<file path="src/rtl/lsu_pkg.sv">
// Shared types and constants for the LSU memory initiator.
package lsu_pkg;

    localparam int unsigned XLEN  = 64;
    localparam int unsigned BE_W  = XLEN / 8;
    localparam int unsigned OFF_W = 3;

    typedef enum logic [1:0] {
        IDLE = 2'd0,
        REQ  = 2'd1,
        RSP  = 2'd2,
        WB   = 2'd3
    } lsu_state_e;

    // RISC-V funct3 encodings for loads and stores
    localparam logic [2:0] LB  = 3'b000;
    localparam logic [2:0] LH  = 3'b001;
    localparam logic [2:0] LW  = 3'b010;
    localparam logic [2:0] LD  = 3'b011;
    localparam logic [2:0] LBU = 3'b100;
    localparam logic [2:0] LHU = 3'b101;
    localparam logic [2:0] LWU = 3'b110;
    localparam logic [2:0] SB  = 3'b000;
    localparam logic [2:0] SH  = 3'b001;
    localparam logic [2:0] SW  = 3'b010;
    localparam logic [2:0] SD  = 3'b011;

    // Captured bus request payload
    typedef struct packed {
        logic            we;
        logic [XLEN-1:0] addr;
        logic [XLEN-1:0] wdata;
        logic [BE_W-1:0] wmask;
    } mem_req_t;

endpackage

</file>
<file path="src/rtl/lsu_mem_initiator_if.sv">
// EXU request, memory bus and WBU result signals of the LSU initiator.
interface lsu_mem_initiator_if;
    import lsu_pkg::*;

    logic            ex_valid;
    logic            ex_ready;
    logic            ex_ren;
    logic            ex_wen;
    logic [2:0]      ex_funct3;
    logic [XLEN-1:0] ex_addr;
    logic [XLEN-1:0] ex_wdata;

    logic            mem_req_valid;
    logic            mem_req_ready;
    logic            mem_req_we;
    logic [XLEN-1:0] mem_req_addr;
    logic [XLEN-1:0] mem_req_wdata;
    logic [BE_W-1:0] mem_req_wmask;
    logic            mem_rsp_valid;
    logic [XLEN-1:0] mem_rsp_rdata;

    logic            wb_valid;
    logic            wb_ready;
    logic [XLEN-1:0] wb_data;
    logic            wb_err;

    // LSU side
    modport master (
        input  ex_valid, ex_ren, ex_wen, ex_funct3, ex_addr, ex_wdata,
        output ex_ready,
        output mem_req_valid, mem_req_we, mem_req_addr, mem_req_wdata, mem_req_wmask,
        input  mem_req_ready, mem_rsp_valid, mem_rsp_rdata,
        output wb_valid, wb_data, wb_err,
        input  wb_ready
    );

    // EXU / memory / WBU side
    modport slave (
        output ex_valid, ex_ren, ex_wen, ex_funct3, ex_addr, ex_wdata,
        input  ex_ready,
        input  mem_req_valid, mem_req_we, mem_req_addr, mem_req_wdata, mem_req_wmask,
        output mem_req_ready, mem_rsp_valid, mem_rsp_rdata,
        input  wb_valid, wb_data, wb_err,
        output wb_ready
    );

endinterface

</file>
<file path="src/rtl/lsu_lane_align.sv">
// Byte-lane steering: store shift/mask, load shift/extend, access legality.
module lsu_lane_align
    import lsu_pkg::*;
(
    input  logic [OFF_W-1:0] req_off_i,
    input  logic [2:0]       req_funct3_i,
    input  logic             req_store_i,
    input  logic [XLEN-1:0]  req_wdata_i,
    input  logic [OFF_W-1:0] rsp_off_i,
    input  logic [2:0]       rsp_funct3_i,
    input  logic [XLEN-1:0]  rsp_rdata_i,
    output logic [XLEN-1:0]  st_wdata_c_o,
    output logic [BE_W-1:0]  st_wmask_c_o,
    output logic             req_err_c_o,
    output logic [XLEN-1:0]  ld_data_c_o
);

    logic            misaligned;
    logic            illegal;
    logic [XLEN-1:0] sh;

    // Store data moves to its byte lane; mask follows access size
    always_comb begin
        st_wdata_c_o = req_wdata_i << {req_off_i, 3'b000};
        st_wmask_c_o = '0;
        case (req_funct3_i)
            SB:      st_wmask_c_o = BE_W'(8'h01) << req_off_i;
            SH:      st_wmask_c_o = BE_W'(8'h03) << req_off_i;
            SW:      st_wmask_c_o = BE_W'(8'h0F) << req_off_i;
            SD:      st_wmask_c_o = BE_W'(8'hFF);
            default: st_wmask_c_o = '0;
        endcase
    end

    // Size comes from funct3[1:0] for both loads and stores
    always_comb begin
        misaligned = 1'b0;
        case (req_funct3_i[1:0])
            2'b01:   misaligned = req_off_i[0];
            2'b10:   misaligned = |req_off_i[1:0];
            2'b11:   misaligned = |req_off_i;
            default: misaligned = 1'b0;
        endcase
        illegal     = req_store_i ? req_funct3_i[2] : (req_funct3_i == 3'b111);
        req_err_c_o = misaligned | illegal;
    end

    // Load data is shifted down from its lane, then sign/zero extended
    always_comb begin
        sh          = rsp_rdata_i >> {rsp_off_i, 3'b000};
        ld_data_c_o = '0;
        case (rsp_funct3_i)
            LB:      ld_data_c_o = {{(XLEN-8){sh[7]}},   sh[7:0]};
            LH:      ld_data_c_o = {{(XLEN-16){sh[15]}}, sh[15:0]};
            LW:      ld_data_c_o = {{(XLEN-32){sh[31]}}, sh[31:0]};
            LD:      ld_data_c_o = sh;
            LBU:     ld_data_c_o = XLEN'(sh[7:0]);
            LHU:     ld_data_c_o = XLEN'(sh[15:0]);
            LWU:     ld_data_c_o = XLEN'(sh[31:0]);
            default: ld_data_c_o = '0;
        endcase
    end

endmodule

</file>
<file path="src/rtl/lsu_mem_initiator.sv">
// Single-outstanding load/store initiator between EXU, data memory and WBU.
module lsu_mem_initiator
    import lsu_pkg::*;
(
    input  logic clk,
    input  logic rst_n,
    lsu_mem_initiator_if.master bus
);

    lsu_state_e       state_q, state_d;
    mem_req_t         req_q, req_d;
    logic [OFF_W-1:0] off_q, off_d;
    logic [2:0]       funct3_q, funct3_d;
    logic             store_q, store_d;
    logic             ex_ready_q, ex_ready_d;
    logic             req_valid_q, req_valid_d;
    logic             wb_valid_q, wb_valid_d;
    logic             wb_err_q, wb_err_d;
    logic [XLEN-1:0]  wb_data_q, wb_data_d;

    logic [XLEN-1:0]  st_wdata_c;
    logic [BE_W-1:0]  st_wmask_c;
    logic             req_err_c;
    logic [XLEN-1:0]  ld_data_c;

    // Request side checks the incoming op; response side uses the captured op
    lsu_lane_align u_align (
        .req_off_i    (bus.ex_addr[OFF_W-1:0]),
        .req_funct3_i (bus.ex_funct3),
        .req_store_i  (bus.ex_wen),
        .req_wdata_i  (bus.ex_wdata),
        .rsp_off_i    (off_q),
        .rsp_funct3_i (funct3_q),
        .rsp_rdata_i  (bus.mem_rsp_rdata),
        .st_wdata_c_o (st_wdata_c),
        .st_wmask_c_o (st_wmask_c),
        .req_err_c_o  (req_err_c),
        .ld_data_c_o  (ld_data_c)
    );

    // State and output registers
    always_ff @(posedge clk or negedge rst_n) begin
        if (!rst_n) begin
            state_q     <= IDLE;
            req_q       <= '0;
            off_q       <= '0;
            funct3_q    <= '0;
            store_q     <= 1'b0;
            ex_ready_q  <= 1'b1;
            req_valid_q <= 1'b0;
            wb_valid_q  <= 1'b0;
            wb_err_q    <= 1'b0;
            wb_data_q   <= '0;
        end else begin
            state_q     <= state_d;
            req_q       <= req_d;
            off_q       <= off_d;
            funct3_q    <= funct3_d;
            store_q     <= store_d;
            ex_ready_q  <= ex_ready_d;
            req_valid_q <= req_valid_d;
            wb_valid_q  <= wb_valid_d;
            wb_err_q    <= wb_err_d;
            wb_data_q   <= wb_data_d;
        end
    end

    // Next state and next values of the registered outputs
    always_comb begin
        state_d     = state_q;
        req_d       = req_q;
        off_d       = off_q;
        funct3_d    = funct3_q;
        store_d     = store_q;
        ex_ready_d  = ex_ready_q;
        req_valid_d = req_valid_q;
        wb_valid_d  = wb_valid_q;
        wb_err_d    = wb_err_q;
        wb_data_d   = wb_data_q;

        case (state_q)
            IDLE: begin
                if (bus.ex_valid) begin
                    off_d       = bus.ex_addr[OFF_W-1:0];
                    funct3_d    = bus.ex_funct3;
                    store_d     = bus.ex_wen;
                    req_d.we    = bus.ex_wen;
                    req_d.addr  = {bus.ex_addr[XLEN-1:OFF_W], OFF_W'(0)};
                    req_d.wdata = bus.ex_wen ? st_wdata_c : '0;
                    req_d.wmask = bus.ex_wen ? st_wmask_c : '0;
                    ex_ready_d  = 1'b0;
                    if (!bus.ex_ren && !bus.ex_wen) begin
                        state_d    = WB;
                        wb_valid_d = 1'b1;
                        wb_err_d   = 1'b0;
                        wb_data_d  = '0;
                    end else if (req_err_c) begin
                        state_d    = WB;
                        wb_valid_d = 1'b1;
                        wb_err_d   = 1'b1;
                        wb_data_d  = '0;
                    end else begin
                        state_d     = REQ;
                        req_valid_d = 1'b1;
                    end
                end
            end
            REQ: begin
                if (bus.mem_req_ready) begin
                    state_d     = RSP;
                    req_valid_d = 1'b0;
                end
            end
            RSP: begin
                if (bus.mem_rsp_valid) begin
                    state_d    = WB;
                    wb_valid_d = 1'b1;
                    wb_err_d   = 1'b0;
                    wb_data_d  = store_q ? '0 : ld_data_c;
                end
            end
            WB: begin
                if (bus.wb_ready) begin
                    state_d    = IDLE;
                    wb_valid_d = 1'b0;
                    ex_ready_d = 1'b1;
                end
            end
            default: begin
                state_d     = IDLE;
                ex_ready_d  = 1'b1;
                req_valid_d = 1'b0;
                wb_valid_d  = 1'b0;
            end
        endcase
    end

    assign bus.ex_ready      = ex_ready_q;
    assign bus.mem_req_valid = req_valid_q;
    assign bus.mem_req_we    = req_q.we;
    assign bus.mem_req_addr  = req_q.addr;
    assign bus.mem_req_wdata = req_q.wdata;
    assign bus.mem_req_wmask = req_q.wmask;
    assign bus.wb_valid      = wb_valid_q;
    assign bus.wb_data       = wb_data_q;
    assign bus.wb_err        = wb_err_q;

endmodule

</file>
<file path="src/flat_wrapper.sv">
// flat-port wrapper written by rule: the top's interface ports become plain ports
module lsu_mem_initiator_flat import lsu_pkg::*;
  (clk, rst_n, bus_ex_valid, bus_ex_ren, bus_ex_wen, bus_ex_funct3, bus_ex_addr, bus_ex_wdata, bus_ex_ready, bus_mem_req_valid, bus_mem_req_we, bus_mem_req_addr, bus_mem_req_wdata, bus_mem_req_wmask, bus_mem_req_ready, bus_mem_rsp_valid, bus_mem_rsp_rdata, bus_wb_valid, bus_wb_data, bus_wb_err, bus_wb_ready);
  lsu_mem_initiator_if bus_i ();
  input  logic clk;
  input  logic rst_n;
  input wire logic [$bits(bus_i.ex_valid)-1:0] bus_ex_valid;
  input wire logic [$bits(bus_i.ex_ren)-1:0] bus_ex_ren;
  input wire logic [$bits(bus_i.ex_wen)-1:0] bus_ex_wen;
  input wire logic [$bits(bus_i.ex_funct3)-1:0] bus_ex_funct3;
  input wire logic [$bits(bus_i.ex_addr)-1:0] bus_ex_addr;
  input wire logic [$bits(bus_i.ex_wdata)-1:0] bus_ex_wdata;
  output wire logic [$bits(bus_i.ex_ready)-1:0] bus_ex_ready;
  output wire logic [$bits(bus_i.mem_req_valid)-1:0] bus_mem_req_valid;
  output wire logic [$bits(bus_i.mem_req_we)-1:0] bus_mem_req_we;
  output wire logic [$bits(bus_i.mem_req_addr)-1:0] bus_mem_req_addr;
  output wire logic [$bits(bus_i.mem_req_wdata)-1:0] bus_mem_req_wdata;
  output wire logic [$bits(bus_i.mem_req_wmask)-1:0] bus_mem_req_wmask;
  input wire logic [$bits(bus_i.mem_req_ready)-1:0] bus_mem_req_ready;
  input wire logic [$bits(bus_i.mem_rsp_valid)-1:0] bus_mem_rsp_valid;
  input wire logic [$bits(bus_i.mem_rsp_rdata)-1:0] bus_mem_rsp_rdata;
  output wire logic [$bits(bus_i.wb_valid)-1:0] bus_wb_valid;
  output wire logic [$bits(bus_i.wb_data)-1:0] bus_wb_data;
  output wire logic [$bits(bus_i.wb_err)-1:0] bus_wb_err;
  input wire logic [$bits(bus_i.wb_ready)-1:0] bus_wb_ready;
  assign bus_i.ex_valid = bus_ex_valid;
  assign bus_i.ex_ren = bus_ex_ren;
  assign bus_i.ex_wen = bus_ex_wen;
  assign bus_i.ex_funct3 = bus_ex_funct3;
  assign bus_i.ex_addr = bus_ex_addr;
  assign bus_i.ex_wdata = bus_ex_wdata;
  assign bus_ex_ready = bus_i.ex_ready;
  assign bus_mem_req_valid = bus_i.mem_req_valid;
  assign bus_mem_req_we = bus_i.mem_req_we;
  assign bus_mem_req_addr = bus_i.mem_req_addr;
  assign bus_mem_req_wdata = bus_i.mem_req_wdata;
  assign bus_mem_req_wmask = bus_i.mem_req_wmask;
  assign bus_i.mem_req_ready = bus_mem_req_ready;
  assign bus_i.mem_rsp_valid = bus_mem_rsp_valid;
  assign bus_i.mem_rsp_rdata = bus_mem_rsp_rdata;
  assign bus_wb_valid = bus_i.wb_valid;
  assign bus_wb_data = bus_i.wb_data;
  assign bus_wb_err = bus_i.wb_err;
  assign bus_i.wb_ready = bus_wb_ready;
  lsu_mem_initiator u_core (.clk(clk), .rst_n(rst_n), .bus(bus_i));
endmodule
</file>
<file path="config.mk">
export PLATFORM = sky130hd
export DESIGN_NAME = lsu_mem_initiator_flat
export DESIGN_NICKNAME = d
export VERILOG_FILES = /design/src/rtl/lsu_pkg.sv /design/src/rtl/lsu_mem_initiator_if.sv /design/src/rtl/lsu_lane_align.sv /design/src/rtl/lsu_mem_initiator.sv /design/src/flat_wrapper.sv
export SDC_FILE = /design/constraint.sdc
export NUM_CORES = 1
export LEC_CHECK = 0
export ABC_AREA = 1
export BUFFER_PORTS_ARGS = -buffer_cell sky130_fd_sc_hd__clkbuf_2
export CORE_UTILIZATION = 30
export CTS_CLUSTER_DIAMETER = 120
export DETAILED_ROUTE_END_ITERATION = 16
export SLEW_MARGIN = 30
export SYNTH_ARGS = -nofsm -noshare
export SYNTH_HDL_FRONTEND = slang
export SYNTH_HIERARCHICAL = 1
export SYNTH_SLANG_ARGS = --single-unit
</file>
<file path="constraint.sdc">
create_clock -name clk -period 1.7 [get_ports clk]
set_input_delay 0.085 -clock clk [delete_from_list [all_inputs] [get_ports clk]]
set_output_delay 0.085 -clock clk [all_outputs]
set_load 0.05 [all_outputs]
</file>
== Yosys cells after proc, flatten, opt, wreduce, memory -nomap -nowiden ==
Cells that the tools add are included.

* Bits in registers: 210
* Bits of input ports: 203
* Output and inout port bits: 205

* Equality and inequality tests: 23
* Shift operators: 5
* Muxes and demuxes: 37
* Bitwise operators: 1
* Reduce and logical (&&, ||, !) cells: 18

{| class="wikitable"
|+ Operators by type and width
! operator !! number
|-
| case mux 64 bit (7 select lines) || 1
|-
| 2-to-1 mux 64 bit || 6
|-
| case mux 64 bit (2 select lines) || 1
|-
| left shift 64 x 6 -> 64 bit || 1
|-
| >> shifter 64 x 6 -> 64 bit || 1
|-
| case mux 8 bit (4 select lines) || 1
|-
| 2-to-1 mux 1 bit || 15
|-
| equality test 3 x 2 -> 1 bit, second input constant || 4
|-
| equality test 3 bit, second input constant || 4
|-
| 2-to-1 mux 2 bit || 6
|-
| != test 2 bit, second input constant || 6
|-
| AND reduction 5 bit || 2
|-
| equality test 2 bit, second input constant || 4
|-
| 2-to-1 mux 8 bit || 1
|-
| case mux 2 bit (4 select lines) || 1
|-
| AND reduction 4 bit || 2
|-
| left shift 1 x 3 -> 8 bit, first input constant || 1
|-
| left shift 2 x 3 -> 8 bit, first input constant || 1
|-
| left shift 4 x 3 -> 8 bit, first input constant || 1
|-
| equality test 3 x 1 -> 1 bit, second input constant || 2
|-
| zero test 3 bit || 2
|-
| case mux 1 bit (2 select lines) || 3
|-
| case mux 1 bit (3 select lines) || 2
|-
| nonzero test 2 bit || 3
|-
| 11 further kinds || 13
|}

== Logic depth before layout (Yosys ltp) ==
* Depth after elaboration: 7
* Gate-level depth with buffers: 13
* Depth with buffers taken out: 11

== Cells and area by module ==
The synthesis kept the hierarchy.

{| class="wikitable"
|+ Modules (own cells, without submodules)
! module !! times used !! cells an instance !! area each (um2) !! seq. area each (um2)
|-
| lsu_mem_initiator || 1 || 945 || 8,406.8 || 5,256.3
|-
| lsu_lane_align || 1 || 883 || 4,242.8 || 0.0
|}

== Least setup slack after synthesis ==
No wires, ideal clock.

* Path kind: input to register
* Start: in bus_ex_addr[0]
* End: reg u_core.wb_data_q[33] (netlist: u_core/bus.wb_data[33])
* Library setup time: 0.122 ns
* Arrival time: 1.626 ns
* Setup slack: -0.048 ns
* Cell stages on the path: 12
* Cell sequence: buf_2 -> buf_2 -> nor2_2 -> nor2_1 -> a221oi_1 -> o21ai_0 -> inv_1 -> nand3_1 -> nand2_2 -> buf_6 -> buf_4 -> o21ai_1

* Word-level cells in the longest chain between the ends: 5
* Elaborated cells on any way between the ends: 6

{| class="wikitable"
|+ RTL lines
! item !! line !! text
|-
| from (decl) || flat_wrapper.sv:11 || <nowiki>input wire logic [$bits(bus_i.ex_addr)-1:0] bus_ex_addr;</nowiki>
|-
| OR reduction 3 bit or OR reduction 2 bit (tied branches) || lsu_lane_align.sv:41, lsu_lane_align.sv:40 ||
|-
| case mux 1 bit (3 select lines) (*) || lsu_lane_align.sv:38 || <nowiki>case (req_funct3_i[1:0])</nowiki>
|-
| OR 1 bit (*) || lsu_lane_align.sv:45 || <nowiki>req_err_c_o = misaligned | illegal;</nowiki>
|-
| named net u_core.req_err_c || lsu_mem_initiator.sv:23 || <nowiki>logic req_err_c;</nowiki>
|-
| != test 3 x 1 -> 1 bit (no source line) (*) || - ||
|-
| AND reduction 4 bit (no source line) (*) || - ||
|-
| to (signal assigned) || lsu_mem_initiator.sv:64 || <nowiki>wb_data_q <= wb_data_d;</nowiki>
|-
| to (decl) || lsu_mem_initiator.sv:19 || <nowiki>logic [XLEN-1:0] wb_data_q, wb_data_d;</nowiki>
|}

Mark *: on every way through the listed nets, which the timed path passes. The rest lies on a longest branch.
A chain may end at the register's enable or synchronous reset.

== Final worst setup path ==
* Start: reg u_core.off_q[0]
* End: reg u_core.wb_data_q[13] (netlist: u_core/bus.wb_data[13])

* Word-level cells in the longest chain between the ends: 5

{| class="wikitable"
|+ RTL lines
! item !! line !! text
|-
| from (decl) || lsu_mem_initiator.sv:12 || <nowiki>logic [OFF_W-1:0] off_q, off_d;</nowiki>
|-
| from (signal assigned) || lsu_mem_initiator.sv:46 || <nowiki>off_q <= '0;</nowiki>
|-
| from (signal assigned) || lsu_mem_initiator.sv:57 || <nowiki>off_q <= off_d;</nowiki>
|-
| >> shifter 64 x 6 -> 64 bit || lsu_lane_align.sv:50 || <nowiki>sh = rsp_rdata_i >> {rsp_off_i, 3'b000};</nowiki>
|-
| case mux 64 bit (7 select lines) || lsu_lane_align.sv:52 || <nowiki>case (rsp_funct3_i)</nowiki>
|-
| named net u_core.ld_data_c[13] || lsu_mem_initiator.sv:24 || <nowiki>logic [XLEN-1:0] ld_data_c;</nowiki>
|-
| 2-to-1 mux 64 bit || lsu_mem_initiator.sv:119 || <nowiki>wb_data_d = store_q ? '0 : ld_data_c;</nowiki>
|-
| 2-to-1 mux 64 bit || lsu_mem_initiator.sv:115 || <nowiki>if (bus.mem_rsp_valid) begin</nowiki>
|-
| case mux 64 bit (2 select lines) || lsu_mem_initiator.sv:81 || <nowiki>case (state_q)</nowiki>
|}

The timed path passes the listed nets, and every way through them passes these cells. The select of a mux whose other input is x is not followed.

==> results.yml <==
final_layout:
  stdcell_count: 2883
  drive_above_1_share: 0.277
  post-route-cell-area_sq_mm: 0.0178
  area_delta_synth_final_pct: 40.4
  layout.nets: 2540
  fin_util: 0.431
route:
  vias_per_cell: 4.87
  routed_wirelength_mm: 48.0
  route.detailed.drc: 0
  drt_iter0_drc: 1209
  detail-route-antenna-nets: 0
  dr.pass1.iters: 7
  wire_per_inst_um: 16.6
  vias: 14000
power:
  power.density_cell_area_mw_per_mm2: 2080
  power_leakage_nw: 9.28
  finalPower_mw: 36.9
  ir_drop_uv: 1160
synth:
  ys_seq_area_frac: 0.416
  synth_async_sr_flop_share: 1.00
  synth_flop_cell: "dfrtp_1"
  synth_top_area_cell: "dfrtp_1"
  ys_ff_latch: 210
  synth-warning-count: 6
  synth_edf_count: 0
  synthesis.area_sq_mm: 0.0126
  synth_cells: 1828
  synth_top_area_frac: 0.413
  synth.area.top_cells: "dfrtp_1, nand2_1, o21ai_0, nand3_1, o21ai_1"
  synth_commonest_cells: "nand2_1, o21ai_0, dfrtp_1, nand3_1, o21ai_1"
  synth_most_common_cell: "nand2_1"
  syn_area_per_cell_sq_um: 6.92
  ys_types: 38
timing:
  maxSlewViolCount: 0
  max_slew.worst_pin.slew_ps: 751
  fin_crit_ps: 1800
  setup_slack_ps: -103
  fin_setup_tns_ps: -2460
  clock_skew_ps: 26.2
  hold_viol: 0
  slew-limit-headroom: 0.500
  fin_crit_sh: 1.06
  setup_viol: 52
  fmax_mhz: 555
  rsz0062_at_grt: "yes"
critical_path:
  crit_arrival_ps: 2210
  cp_max_fo: 44
  start_kind: "flip-flop"
  required_ps: 2110
  end_kind: "flip-flop"
  worstSetupPathType: "reg2reg"
clocking:
  cts_buffer_depth: 3
  clk_latency_ps: 550
  postCtsSetupBuffers: 0
  cts-root-buf: "clkbuf_16"
  cts.sinks: 210
  tritoncts: "built"
  cts.clk_slew.worst_paths_ps: 60
  cts_max_level: 1
  cts_buffers: 26
outcome:
  status: "finished with violations"
  violations: "setup timing"
floorplan:
  start_util: 0.307
  die_x_um: 207
  dieArea_sq_mm: 0.0430
  io_pins: 408
  placeableCoreArea_sq_mm: 0.0412
  die_h_um: 207
  fp-row-count: 74
placed_design:
  dp_cells: 2754
  place_congestion: 0.987
  dpl.hpwl_mm: 36.0
  portBuffers: 404
  post_dp_cell_area_sq_mm: 0.0158
grt:
  grt.total_usage: 0.220
  grt_pass1_vias: 13700
  grt_first_pass_wirelength_mm: 76.2
  grt_max_degree: 78
  grt-ovfl-total: 0
  antenna_found_initial: 1
worst_hold_path:
  hp-class: "in2reg"
job:
  cap_viol_max_count: 0
==> through the flow <==
stage          hold slack [ps]  worst slack, ps
3_3_place_gp              32.3             -127
3_5_place_dp              33.0             -118
5_1_grt                   81.7             -219
6_report                  27.6             -103
2_1_floorplan             -211             28.4
4_1_cts                   8.29             -100
==> per-layer routing <==
layer | track usage | vias up | part of all wire
met5 | 0 | - | 0
met4 | 0.0535 | 0 | 0.022
met3 | 0.0366 | 62 | 0.067
met2 | 0.357 | 556 | 0.46
met1 | 0.304 | 6475 | 0.45
li1 | - | 6937 | -
==> worst paths after layout <==
check / startpoint / to / slack [ps] / cells after the start
max: u_core/off_q[0] / u_core/bus.wb_data[13] / -100 / 9
min: bus_mem_rsp_valid / u_core/bus.wb_valid / 30 / 7
max reg2reg: u_core/off_q[0] / u_core/bus.wb_data[13] / -100 / 9
min reg2reg: u_core/bus.mem_req_valid / u_core/bus.mem_req_valid / 470 / 2
max in group asynchronous: rst_n / u_core/bus.ex_ready / 960 / 3
min in group asynchronous: rst_n / u_core/bus.wb_data[38] / 60 / 2
==> final cells by class <==
class	instances	area, sq um
fillers	4252	23400
multi-input cells	1411	6500
flip-flops and latches	210	5260
repair buffers	614	4130
clock buffers	33	717
well taps	532	666
inverters	68	263
clock inverters	14	220
diodes	1	2.50
==> state kept, by name, summed over array words and instances (netlist names) <==
| signal | count |
|---|---|
| u_core/bus.mem_req_addr | 61 |
| u_core/bus.mem_req_valid | 1 |
| u_core/state_q | 2 |
| u_core/funct3_q | 3 |
| u_core/bus.mem_req_wmask | 8 |
| u_core/store_q | 1 |
| u_core/bus.mem_req_wdata | 64 |
| u_core/bus.ex_ready | 1 |
| u_core/bus.wb_err | 1 |
| u_core/bus.wb_data | 64 |
| u_core/bus.wb_valid | 1 |
| u_core/off_q | 3 |
==> timing repair <==
| action | in CTS | in global routing |
|---|---|---|
| gates cloned | 0 | 0 |
| resized for setup | 50 | 21 |
| pin swaps | 0 | 2 |
| endpoints found under the setup margin | 62 | 187 |
| hold buffers | 81 | 0 |
| hold endpoints to repair | 298 | 0 |
==> cell families after synthesis <==
family | share of synthesized area
compound gates | 0.132
fa+ha+maj | 0.00593
buf+inv | 0.0831
flops | 0.416
mux | 0.0198
other cells | 0.000296
simple gates | 0.343
==> cell usage in the layout, fill, tap and decap left out, types with 37 or more instances in the layout <==
cell type | synthesis | final
buf_4 | 15 | 99
nor2_1 | 54 | 53
dlygate4sd3_1 | 0 | 81
nand4_1 | 37 | 37
nand3_1 | 111 | 104
o21ai_1 | 62 | 81
inv_1 | 59 | 57
o21ai_0 | 211 | 183
dfrtp_1 | 209 | 208
nand2_1 | 817 | 812
clkbuf_2 | 0 | 402
==> worst max-delay path, stage by stage, from the launching register on <==
cell and delay, ps:
dfrtp_1 430, buf_12 190, buf_4 160, or2_2 290, o211ai_1 130, nand3_1 140, nand3_2 110, nand2_1 60
nand2_1 60, o21ai_0 80
==> where the power goes <==
part           internal, mW  total (mW)  switching, mW
logic                  6.22        22.3           16.0
clock network          3.75        6.03           2.28
registers              7.11        8.59           1.48
total                  17.1        36.9           19.8
No activity file was read; power rests on OpenSTA's default activity.
